===== src/rtl/chunked_comparator_if.sv =====
// Operand/result handshake bundle for chunked_comparator.
// The master drives operands and accepts results; the comparator is the slave.
interface chunked_comparator_if #(
  parameter int WIDTH = 16,
  parameter int CHUNK = 4
);
  localparam int NCHUNK = WIDTH / CHUNK;
  localparam int CU_W   = $clog2(NCHUNK) + 1;

  logic             in_valid;
  logic             in_ready;
  logic [WIDTH-1:0] a;
  logic [WIDTH-1:0] b;
  logic [2:0]       mode;
  logic             is_signed;
  logic             out_valid;
  logic             out_ready;
  logic             eq;
  logic             lt;
  logic             gt;
  logic             match;
  logic [CU_W-1:0]  chunks_used;

  modport master (
    output in_valid, a, b, mode, is_signed, out_ready,
    input  in_ready, out_valid, eq, lt, gt, match, chunks_used
  );

  modport slave (
    input  in_valid, a, b, mode, is_signed, out_ready,
    output in_ready, out_valid, eq, lt, gt, match, chunks_used
  );
endinterface


===== src/rtl/chunked_comparator.sv =====
// Multi-cycle magnitude/equality comparator: walks CHUNK bits per cycle from
// the MSB end and stops at the first differing chunk.
module chunked_comparator #(
  parameter int WIDTH = 16,
  parameter int CHUNK = 4
) (
  input logic              clk,
  input logic              rst_n,
  chunked_comparator_if.slave bus
);
  localparam int NCHUNK = WIDTH / CHUNK;
  localparam int IDX_W  = (NCHUNK > 1) ? $clog2(NCHUNK) : 1;
  localparam int CU_W   = $clog2(NCHUNK) + 1;
  localparam logic [WIDTH-1:0] MSB_MASK = {1'b1, {(WIDTH-1){1'b0}}};

  typedef enum logic [1:0] {IDLE, COMPARE, DONE} state_t;

  state_t           state_q, state_d;
  logic [IDX_W-1:0] idx_q, idx_d;
  logic [WIDTH-1:0] a_q, a_d;
  logic [WIDTH-1:0] b_q, b_d;
  logic [2:0]       mode_q, mode_d;
  logic             in_ready_q, in_ready_d;
  logic             out_valid_q, out_valid_d;
  logic             eq_q, eq_d;
  logic             lt_q, lt_d;
  logic             gt_q, gt_d;
  logic             match_q, match_d;
  logic [CU_W-1:0]  cu_q, cu_d;

  logic [CHUNK-1:0] chunk_a;
  logic [CHUNK-1:0] chunk_b;
  logic             last_chunk;

  function automatic logic sel_match(input logic [2:0] m, input logic e,
                                     input logic l, input logic g);
    case (m)
      3'd0:    sel_match = e;
      3'd1:    sel_match = ~e;
      3'd2:    sel_match = l;
      3'd3:    sel_match = l | e;
      3'd4:    sel_match = g;
      3'd5:    sel_match = g | e;
      default: sel_match = 1'b0;
    endcase
  endfunction

  // Operands are shifted left as chunks are consumed, so the live chunk is
  // always the top CHUNK bits.
  assign chunk_a    = a_q[WIDTH-1 -: CHUNK];
  assign chunk_b    = b_q[WIDTH-1 -: CHUNK];
  assign last_chunk = (idx_q == IDX_W'(NCHUNK - 1));

  always_comb begin
    state_d = state_q;
    idx_d   = idx_q;
    a_d     = a_q;
    b_d     = b_q;
    mode_d  = mode_q;
    eq_d    = eq_q;
    lt_d    = lt_q;
    gt_d    = gt_q;
    match_d = match_q;
    cu_d    = cu_q;

    case (state_q)
      IDLE: begin
        if (bus.in_valid && in_ready_q) begin
          // Flipping both sign bits maps two's-complement order onto unsigned
          // order, so the chunk walk itself is always unsigned.
          a_d     = bus.is_signed ? (bus.a ^ MSB_MASK) : bus.a;
          b_d     = bus.is_signed ? (bus.b ^ MSB_MASK) : bus.b;
          mode_d  = bus.mode;
          idx_d   = '0;
          state_d = COMPARE;
        end
      end
      COMPARE: begin
        if ((chunk_a != chunk_b) || last_chunk) begin
          eq_d    = (chunk_a == chunk_b);
          lt_d    = (chunk_a <  chunk_b);
          gt_d    = (chunk_a >  chunk_b);
          match_d = sel_match(mode_q, chunk_a == chunk_b,
                              chunk_a < chunk_b, chunk_a > chunk_b);
          cu_d    = CU_W'(idx_q) + CU_W'(1);
          state_d = DONE;
        end else begin
          idx_d = idx_q + IDX_W'(1);
          a_d   = a_q << CHUNK;
          b_d   = b_q << CHUNK;
        end
      end
      DONE: begin
        if (bus.out_ready) state_d = IDLE;
      end
      default: state_d = IDLE;
    endcase

    in_ready_d  = (state_d == IDLE);
    out_valid_d = (state_d == DONE);
  end

  always_ff @(posedge clk or negedge rst_n) begin
    if (!rst_n) begin
      state_q     <= IDLE;
      idx_q       <= '0;
      a_q         <= '0;
      b_q         <= '0;
      mode_q      <= '0;
      in_ready_q  <= 1'b0;
      out_valid_q <= 1'b0;
      eq_q        <= 1'b0;
      lt_q        <= 1'b0;
      gt_q        <= 1'b0;
      match_q     <= 1'b0;
      cu_q        <= '0;
    end else begin
      state_q     <= state_d;
      idx_q       <= idx_d;
      a_q         <= a_d;
      b_q         <= b_d;
      mode_q      <= mode_d;
      in_ready_q  <= in_ready_d;
      out_valid_q <= out_valid_d;
      eq_q        <= eq_d;
      lt_q        <= lt_d;
      gt_q        <= gt_d;
      match_q     <= match_d;
      cu_q        <= cu_d;
    end
  end

  assign bus.in_ready    = in_ready_q;
  assign bus.out_valid   = out_valid_q;
  assign bus.eq          = eq_q;
  assign bus.lt          = lt_q;
  assign bus.gt          = gt_q;
  assign bus.match       = match_q;
  assign bus.chunks_used = cu_q;
endmodule

===== src/flat_wrapper.sv =====
// flat-port wrapper written by rule: the top's interface ports become plain ports
module chunked_comparator_flat 
#(
  parameter int WIDTH = 16,
  parameter int CHUNK = 4
)
  (clk, rst_n, bus_in_valid, bus_a, bus_b, bus_mode, bus_is_signed, bus_out_ready, bus_in_ready, bus_out_valid, bus_eq, bus_lt, bus_gt, bus_match, bus_chunks_used);
  chunked_comparator_if #(.WIDTH(WIDTH), .CHUNK(CHUNK)) bus_i ();
  input logic clk;
  input logic rst_n;
  input wire logic [$bits(bus_i.in_valid)-1:0] bus_in_valid;
  input wire logic [$bits(bus_i.a)-1:0] bus_a;
  input wire logic [$bits(bus_i.b)-1:0] bus_b;
  input wire logic [$bits(bus_i.mode)-1:0] bus_mode;
  input wire logic [$bits(bus_i.is_signed)-1:0] bus_is_signed;
  input wire logic [$bits(bus_i.out_ready)-1:0] bus_out_ready;
  output wire logic [$bits(bus_i.in_ready)-1:0] bus_in_ready;
  output wire logic [$bits(bus_i.out_valid)-1:0] bus_out_valid;
  output wire logic [$bits(bus_i.eq)-1:0] bus_eq;
  output wire logic [$bits(bus_i.lt)-1:0] bus_lt;
  output wire logic [$bits(bus_i.gt)-1:0] bus_gt;
  output wire logic [$bits(bus_i.match)-1:0] bus_match;
  output wire logic [$bits(bus_i.chunks_used)-1:0] bus_chunks_used;
  assign bus_i.in_valid = bus_in_valid;
  assign bus_i.a = bus_a;
  assign bus_i.b = bus_b;
  assign bus_i.mode = bus_mode;
  assign bus_i.is_signed = bus_is_signed;
  assign bus_i.out_ready = bus_out_ready;
  assign bus_in_ready = bus_i.in_ready;
  assign bus_out_valid = bus_i.out_valid;
  assign bus_eq = bus_i.eq;
  assign bus_lt = bus_i.lt;
  assign bus_gt = bus_i.gt;
  assign bus_match = bus_i.match;
  assign bus_chunks_used = bus_i.chunks_used;
  chunked_comparator #(.WIDTH(WIDTH), .CHUNK(CHUNK)) u_core (.clk(clk), .rst_n(rst_n), .bus(bus_i));
endmodule

===== config.mk =====
export PLATFORM = sky130hd
export DESIGN_NAME = chunked_comparator_flat
export DESIGN_NICKNAME = d
export VERILOG_FILES = /design/src/rtl/chunked_comparator_if.sv /design/src/rtl/chunked_comparator.sv /design/src/flat_wrapper.sv
export SDC_FILE = /design/constraint.sdc
export NUM_CORES = 1
export LEC_CHECK = 0
export ABC_CLOCK_PERIOD_IN_PS = 1750
export CELL_PAD_IN_SITES_DETAIL_PLACEMENT = 1
export CELL_PAD_IN_SITES_GLOBAL_PLACEMENT = 1
export CORE_AREA = 2 2 85 87
export CTS_CLUSTER_SIZE = 20
export DETAILED_ROUTE_END_ITERATION = 7
export DIE_AREA = 0 0 87 89
export PLACE_DENSITY = 0.75
export SLEW_MARGIN = 20
export SYNTH_ARGS = -nofsm -noshare
export SYNTH_HDL_FRONTEND = slang
export SYNTH_SLANG_ARGS = --single-unit
export TNS_END_PERCENT = 20

===== constraint.sdc =====
create_clock -name clk -period 1.75 [get_ports clk]
set_input_delay 0.35 -clock clk [delete_from_list [all_inputs] [get_ports clk]]
set_output_delay 0.35 -clock clk [all_outputs]
set_load 0.02 [all_outputs]

==> qor.yml <==
grt_antenna_before_repair: 0
critPathSlowestCell: "dfrtp_1"
hold_buffers: 0
violations: "hold timing"
synth_compound_area_share_pct: 14.0
dp.cells: 372
peakVddDrop_v: 0.000654
ys_types: 33
path_cells: "ha_4 > and4_4 > nor2_1 > o41ai_1 > o41ai_2"
synth_fp_nets: 292
holdWs_ps: -11.6
r2r_end: "u_core.bus.match"
synth_top_family_by_area: "simple AND/OR/NAND/NOR gates"
power_uw: 5160
max_stage_delay_ps: 410
crit_start: "u_core.a_q[15]"
cap_violations: 0
fin_ws_ps: 59.4
hold_viol: 18
ys.flop_type: "dfrtp_1"
globalplace.congestion: 0.806
status: "finished, violations left"
avgViaCountPerCell: 4.88
timing.final.crit_share_pct: 96.6
cp.arrival_ps: 1870
slew_viol_final: 0
port-buffer-count: 48
critPathTopFamily: "compound AO/OA/AOI/OAI gates"
p_leak_uw: 0.00132
ant_nets: 0
grt_pass1_wl_um: 8740
io_pins: 49
area_growth_syn_to_layout_pct: 33.6
clock_skew_ps: 10.1
synth.area.mux_share_pct: 1.00
slew_headroom_pct: 69.7
die_w_um: 87
final_cells: 381
post-route-drc-count: 0
num_rows: 30
routed_wl_um: 5450
synth_warnings: 0
ff2ff_setup_slack_ps: 60
grt_pass1_vias: 1814
clock_latency_ps: 300
drive_gt1_share_pct: 11.6
setup_viol: 0
vias: 1859
cts_sinks: 48
synthSimpleGateAreaFrac_pct: 22.8
path_class: "flip-flop to flip-flop"
start_kind: "flip-flop"
r2r_cells: 5
ys_ff_latch: 48
cts_root_buf: "clkbuf_8"
critPathRequiredTime_ps: 1930
drt-wirelength-per-cell_um: 14.3
grt.total_usage_pct: 14.6
syn_inst: 247
cp.buffers_inverters: 0
first_pass_iters: 4
p_per_area_nw_per_um2: 1720
critPathCaptureType: "flip-flop"
synth_fa_ha_area_share_pct: 2.78
fp.dieH_um: 89
path_max_fanout: 4
n_antenna_cell: 0
drt_iter0_drc: 87
async_flop_share_pct: 100
tightest_slew_ps: 449
yosysSeqAreaShare_pct: 53.4
fmax_mhz: 592
dp_hpwl_um: 4080
grt_max_degree: 36
synth_edf_count: 0
cts_inserted_buffers: 5
start_util_pct: 33.5
reg2reg_from: "u_core.a_q[15]"
clockBufferDepth: 2
die-area_sq_um: 7740
min_period_ps: 1690
synth_xor_area_share_pct: 0.778
nFillCells: 790
clk_pin_slew_ps: 90
core-area_sq_um: 6720
dp_slack_ps: -8.86
synth_area_sq_um: 2250
htree_levels: 2
nets: 346
syn_area_per_cell_sq_um: 9.11
min_path_type: "primary input to async pin"
grt_overflow: 0
cts_tree: "yes"
-- worst reg2reg max path: stages (launching register included) --
cell and delay (ps):
dfrtp_1 410, ha_4 310, and4_4 280, nor2_1 60
o41ai_1 390, o41ai_2 130
-- state kept, by name (all words and copies together), names as in the netlist --
| name | cells |
|---|---|
| u_core.mode_q | 3 |
| u_core.state_q | 2 |
| u_core.a_q | 16 |
| u_core.b_q | 16 |
| u_core.bus.gt | 1 |
| u_core.bus.lt | 1 |
| u_core.idx_q | 2 |
| u_core.bus.chunks_used | 3 |
| u_core.bus.eq | 1 |
| u_core.bus.out_valid | 1 |
| u_core.bus.in_ready | 1 |
| u_core.bus.match | 1 |
-- placed cells by master, fill, tap and decap left out, types with 2 or more instances in the layout --
| cell | n |
|---|---|
| nand2_1 | 75 |
| dfrtp_1 | 48 |
| clkdlybuf4s50_1 | 47 |
| nor2_1 | 27 |
| a31oi_1 | 22 |
| buf_4 | 11 |
| o21ai_0 | 9 |
| nand3_1 | 8 |
| a21oi_1 | 6 |
| clkbuf_8 | 5 |
| inv_1 | 4 |
| ha_4 | 4 |
| o21ai_1 | 3 |
| inv_2 | 2 |
| nand2b_1 | 2 |
| o211ai_1 | 2 |
| xnor2_1 | 2 |
| buf_12 | 2 |
-- through the flow --
stage	setup TNS, ps	area (sq um)	hold slack [ps]	util (%)
6_report	0	3010	-11.6	44.8
5_1_grt	-48.8	3010	7.15	44.8
4_1_cts	0	2930	1.60	43.6
3_5_place_dp	-9.11	2840	331	42.3
3_3_place_gp	0	2840	323	42.3
2_1_floorplan	0	2250	54.4	-
-- report_power, final --
part	switching, uW	internal [uW]
registers	321	1620
clock network	373	271
logic	1400	1180
-- synthesized netlist by cell type, drive strengths merged, types with 2 or more instances --
cell	number	area, sq um
buf	11	80.1
o21ai	13	68.8
o211ai	2	15.0
a31oi	23	159
dfrtp	48	1200
nor2	27	101
ha	5	62.6
mux2	2	22.5
xnor2	2	17.5
inv	7	26.3
nand2b	2	12.5
clkbuf	3	11.3
o41ai	2	17.5
a21oi	6	30.0
nand3	8	40.0
nand2	75	282
-- what timing repair did --
action | 4_1_cts | 5_1_grt
cloned | 0 | 0
endpoints found under the hold margin | 0 | 0
pin swaps | 0 | 2
buffers inserted | 0 | 2
endpoints found under the setup margin | 1 | 24
resized for setup | 1 | 8
-- how the worst max path moves through the flow --
stage / end / slack (ps) / cells after the start
after floorplan: u_core.a_q[4] / 140 / 8
after global placement: u_core.idx_q[0] / 40 / 5
after detailed placement: u_core.a_q[4] / -9 / 7
after CTS: u_core.idx_q[0] / 7 / 5
after global routing: u_core.bus.match / -20 / 6
final: u_core.bus.match / 60 / 5
-- area by class of cell --
class	instances	area [sq um]	area share, %
Multi-Input combinational cell	178	998	33.2
Inverter	7	28.8	0.957
Tap cell	80	100	3.33
Clock buffer	5	68.8	2.29
Clock inverter	2	12.5	0.416
Sequential cell	48	1200	39.9
Timing Repair Buffer	61	598	19.9
-- cell families (layout without fill, tap and decap cells) --
logic type      Yosys count  after routing
flops                    48             48
xor+xnor                  2              2
fa+ha+maj                 5              5
compound gates           49             49
mux                       2              2
buf+inv                  21             75
simple gates            120            120
-- layer usage --
layer / up-vias / track usage (%) / routed length (um)
li1: 942 / - / -
met1: 873 / 18.8 / 2590
met2: 39 / 24.8 / 2600
met3: 5 / 2.77 / 172
met4: 0 / 4.83 / 79
met5: - / 0 / 0
No activity file was read; power rests on OpenSTA's default activity.
